### config.mk
export PLATFORM = sky130hd
export DESIGN_NAME = serial_subtractor
export DESIGN_NICKNAME = d
export VERILOG_FILES = /design/src/rtl/serial_arith_pkg.sv /design/src/rtl/full_subtractor_bit.sv /design/src/rtl/serial_subtractor.sv
export SDC_FILE = /design/constraint.sdc
export NUM_CORES = 1
export LEC_CHECK = 0
export CAP_MARGIN = 20
export CORE_UTILIZATION = 51
export CTS_CLUSTER_DIAMETER = 200
export DETAILED_ROUTE_END_ITERATION = 12
export PLACE_DENSITY = 0.86
export SYNTH_ARGS = -nofsm -noshare
export SYNTH_HDL_FRONTEND = slang
export SYNTH_SLANG_ARGS = --single-unit
### constraint.sdc
create_clock -name clk -period 1.8 [get_ports clk]
set_input_delay 0.36 -clock clk [delete_from_list [all_inputs] [get_ports clk]]
set_output_delay 0.36 -clock clk [all_outputs]
set_load 0.03 [all_outputs]
### src/rtl/serial_arith_pkg.sv
// Shared types and constants for the serial arithmetic cells.
package serial_arith_pkg;

  localparam int unsigned MAX_WIDTH = 32;

  typedef enum logic [1:0] {
    IDLE  = 2'd0,
    SHIFT = 2'd1,
    DONE  = 2'd2
  } state_t;

  function automatic bit width_ok(input int unsigned w);
    return (w >= 1) && (w <= MAX_WIDTH);
  endfunction

endpackage

### src/rtl/full_subtractor_bit.sv
// One-bit difference/borrow cell: the subtract mirror of a full adder.
module full_subtractor_bit (
  input  logic a,
  input  logic b,
  input  logic bi,
  output logic d,
  output logic bo
);

  assign d  = a ^ b ^ bi;
  assign bo = (~a & b) | (~(a ^ b) & bi);

endmodule

### src/rtl/serial_subtractor.sv
// Bit-serial unsigned subtractor: LSB-first through one subtract cell, registered borrow.
module serial_subtractor
  import serial_arith_pkg::*;
#(
  parameter int unsigned WIDTH = 8
) (
  input  logic             clk,
  input  logic             rst,
  input  logic             start,
  input  logic [WIDTH-1:0] x,
  input  logic [WIDTH-1:0] y,
  output logic             busy,
  output logic             done,
  output logic [WIDTH-1:0] diff,
  output logic             borrow
);

  localparam int unsigned CW = $clog2(WIDTH + 1);

  generate
    if (!width_ok(WIDTH)) begin : g_bad_width
      $error("serial_subtractor: WIDTH out of range");
    end
  endgenerate

  state_t           state;
  logic [WIDTH-1:0] xs;
  logic [WIDTH-1:0] ys;
  logic [WIDTH-1:0] res;
  logic [WIDTH-1:0] res_next;
  logic [CW-1:0]    cnt;
  logic             bi;
  logic             d;
  logic             bo;
  logic             last;

  full_subtractor_bit u_cell (
    .a  (xs[0]),
    .b  (ys[0]),
    .bi (bi),
    .d  (d),
    .bo (bo)
  );

  // New difference bit enters at the MSB so bit 0 lands at res[0] after WIDTH shifts.
  generate
    if (WIDTH == 1) begin : g_res_w1
      assign res_next = d;
    end else begin : g_res_wn
      assign res_next = {d, res[WIDTH-1:1]};
    end
  endgenerate

  assign last = (cnt == CW'(WIDTH - 1));

  always_ff @(posedge clk) begin
    if (rst) begin
      state  <= IDLE;
      busy   <= 1'b0;
      done   <= 1'b0;
      diff   <= '0;
      borrow <= 1'b0;
      xs     <= '0;
      ys     <= '0;
      res    <= '0;
      bi     <= 1'b0;
      cnt    <= '0;
    end else begin
      done <= 1'b0;
      case (state)
        IDLE, DONE: begin
          if (start) begin
            state <= SHIFT;
            busy  <= 1'b1;
            xs    <= x;
            ys    <= y;
            res   <= '0;
            bi    <= 1'b0;
            cnt   <= '0;
          end else begin
            state <= IDLE;
          end
        end
        SHIFT: begin
          xs  <= xs >> 1;
          ys  <= ys >> 1;
          res <= res_next;
          bi  <= bo;
          cnt <= cnt + 1'b1;
          // Outputs are loaded on the final shift edge so they are valid alongside done.
          if (last) begin
            state  <= DONE;
            busy   <= 1'b0;
            done   <= 1'b1;
            diff   <= res_next;
            borrow <= bo;
          end
        end
        default: state <= IDLE;
      endcase
    end
  end

endmodule

==> impl_metrics.py <==
metrics = {
    "global_route": {
        "grt_pass1_wl_um": 5490,
        "track_usage_pct": 20.9,
        "grt_pass1_vias": 1362,
        "antenna_found_initial": 0,
        "overflow": 0,
        "grt_max_degree": 53,
    },
    "sta": {
        "maxSlewHeadroom_pct": 78.7,
        "holdWs_ns": 0.477,
        "rsz0062_at_grt": "no",
        "period_share_pct": 97.4,
        "setup_viol": 0,
        "period_needed_ns": 1.75,
        "final_max_slew_viol_count": 0,
        "hold_violations": 0,
        "timing.fmax_mhz": 571,
        "tightest_slew_ns": 0.318,
        "fin_skew_ns": 0.0104,
        "setup-tns-final_ns": 0,
    },
    "die": {
        "fp.dieH_um": 59.9,
        "start_util_pct": 54.6,
        "die_area_mm2": 0.00359,
        "io_pins": 30,
        "die_x_um": 59.9,
        "num_rows": 20,
        "core_mm2": 0.00313,
    },
    "pwr": {
        "leakagePower_nw": 0.734,
        "powerDensity_mw_per_mm2": 849,
        "report.power.total_mw": 1.79,
        "peakVddDrop_v": 0.000673,
    },
    "synthesis": {
        "yosysUniqueCellTypes": 23,
        "synth.area.top_cells": "dfxtp_1 (48%), a21oi_1 (8.2%), nand2b_1 (7.7%)",
        "synth-main-ff-cell": "dfxtp_1",
        "yosys.area.top_type_share_pct": 48.0,
        "yosys_warnings": 0,
        "syn_inst": 186,
        "yosysMostFrequentCell": "dfxtp_1",
        "synth_edf_count": 0,
        "synth_commonest_cells": "dfxtp_1 (41), a21oi_1 (28), nand3_1 (26)",
        "async_reset_ff_share_pct": 0,
        "synth_nets": 207,
        "yosysTopAreaCell": "dfxtp_1",
        "ys_seq_elements": 41,
        "synth-seq-area-share_pct": 48.0,
        "synth.cell_area_mm2": 0.00171,
        "syn_avg_cell_area_um2": 9.19,
    },
    "worst_setup_path": {
        "arrival_ns": 1.39,
        "worstSetupStartpoint": "busy$_SDFFE_PP0P_",
        "crit_end": "busy",
        "reg2reg_depth": 3,
        "path_buf_inv": 1,
        "crit_chain": "clkdlybuf4s50_1",
        "cp_top_family": "buffers and inverters",
        "cp_slowest_stage_delay_ns": 0.69,
        "endpoint_kind": "primary output",
        "worstSetupPathType": "reg -> out",
        "crit_cells": 1,
        "path_max_fanout": 2,
        "reg2reg_from": "cnt[0]$_SDFFE_PP0P_",
        "critPathRequiredTime_ns": 1.44,
        "crit_slowest_cell": "clkdlybuf4s50_1",
        "regToRegEndpoint": "borrow$_SDFFE_PP0P_",
        "startpoint_type": "flip-flop",
        "rrSetupSlack_ns": 0.32,
    },
    "place": {
        "place.gp.congestion": 0.693,
        "place_inst": 247,
        "dp_hpwl_um": 2260,
        "numPortBuffers": 29,
    },
    "clock_network": {
        "cts.sinks": 41,
        "post_cts_buffers": 0,
        "cts-root-buf": "clkbuf_4",
        "cts_made_buffers": 5,
        "cts_tree": "built",
        "cts_htree_levels": 2,
        "clk_pin_slew_ns": 0.11,
        "clock_latency_ns": 0.34,
        "cts_buffer_depth": 2,
        "post_cts_resized": 0,
        "cts_hold_buffers": 0,
    },
    "routing": {
        "vias_per_cell": 5.70,
        "ant_nets": 0,
        "drcViolationCount": 0,
        "drtIter0Drc": 105,
        "wl_per_cell_um": 13.8,
        "vias": 1453,
        "drt_first_pass_iters": 6,
        "wl_um": 3520,
    },
    "final_layout": {
        "utilization_pct": 67.4,
        "instances_no_fill": 255,
        "drive_gt1_share_pct": 7.58,
        "nets": 231,
        "synthToLayoutAreaGrowth_pct": 23.4,
        "insertedDiodeCount": 0,
    },
    "hold_path": {
        "hold_depth": 2,
        "hp-class": "reg -> reg",
    },
    "run_status": {
        "status": "finished clean",
    },
    "job": {
        "cap_viol_max_count": 0,
    },
}
==> how the worst min path moves through the flow <==
stage	from	end	slack [ns]
2_1_floorplan	res[2]$_SDFFE_PP0P_	res[1]$_SDFFE_PP0P_	0.45
3_5_place_dp	diff[2]$_SDFFE_PP0P_	diff[2]$_SDFFE_PP0P_	0.46
3_3_place_gp	bi$_SDFFE_PP0P_	bi$_SDFFE_PP0P_	0.45
6_report	ys[4]$_SDFFE_PP0P_	ys[4]$_SDFFE_PP0P_	0.48
4_1_cts	ys[4]$_SDFFE_PP0P_	ys[4]$_SDFFE_PP0P_	0.48
5_1_grt	ys[0]$_SDFFE_PP0P_	ys[0]$_SDFFE_PP0P_	0.49
==> layout by cell type (no fill, tap or decap) <==
cell type / instances
o22ai_1: 1
fa_1: 1
clkbuf_4: 5
buf_4: 3
clkdlybuf4s50_1: 28
nand4_1: 1
mux2i_1: 8
dfxtp_1: 41
ha_1: 1
clkbuf_8: 1
a22oi_1: 14
and2b_1: 2
buf_12: 2
nor2b_1: 3
nand2b_1: 21
nand3b_1: 1
clkbuf_1: 1
a21oi_1: 28
nand2_1: 10
inv_1: 2
bufinv_16: 1
nor3b_1: 1
nor2_1: 3
nand3_1: 26
and4b_4: 1
a211oi_1: 1
dlymetal6s2s_1: 1
mux2_2: 3
==> kinds of logic (layout without fill, tap and decap cells) <==
family	after synthesis	after routing	share of synthesized area, %
DFF	41	41	48.0
muxes	11	11	6.66
AOI/OAI and AO/OA	44	44	15.2
buffers and inverters	19	44	6.08
and+or+nand+nor	69	69	22.2
adders and majority gates	2	2	1.90
==> layer usage <==
| layer | GRT usage [%] | vias to the layer above | wire length [um] |
|---|---|---|---|
| met2 | 39.0 | 59 | 1770 |
| met3 | 5.84 | 9 | 225 |
| met1 | 21.1 | 690 | 1460 |
| li1 | - | 695 | - |
| met4 | 9.97 | 0 | 63 |
| met5 | 0 | - | 0 |
==> sequential cells by signal, indices dropped and copies added (netlist names), 2 cells and up <==
name	count
ys	8
res	7
xs	8
state	2
cnt	4
diff	8
==> report_power, final <==
part           internal (mW)  leakage, nW  switching, mW
registers              0.941        0.334         0.0204
logic                  0.101        0.354          0.114
clock network          0.332       0.0455          0.283
total                   1.37        0.734          0.417
==> layout make-up <==
class                           instances  area (um2)
Fill cell                             259        1020
Inverter                                2        7.51
Sequential cell                        41         821
Multi-Input combinational cell        126         785
Clock buffer                            7        55.1
Timing Repair Buffer                   34         355
Clock inverter                          1        30.0
Tap cell                               44        55.1
==> per-stage QoR <==
step / worst slack [ns] / area [um2]
after floorplan: 0.532 / 1710
after global placement: 0.239 / 2020
after detailed placement: 0.131 / 2020
after CTS: 0.0284 / 2110
after global routing: 0.0123 / 2110
final: 0.0477 / 2110
Power figures use the tool's default switching activity.
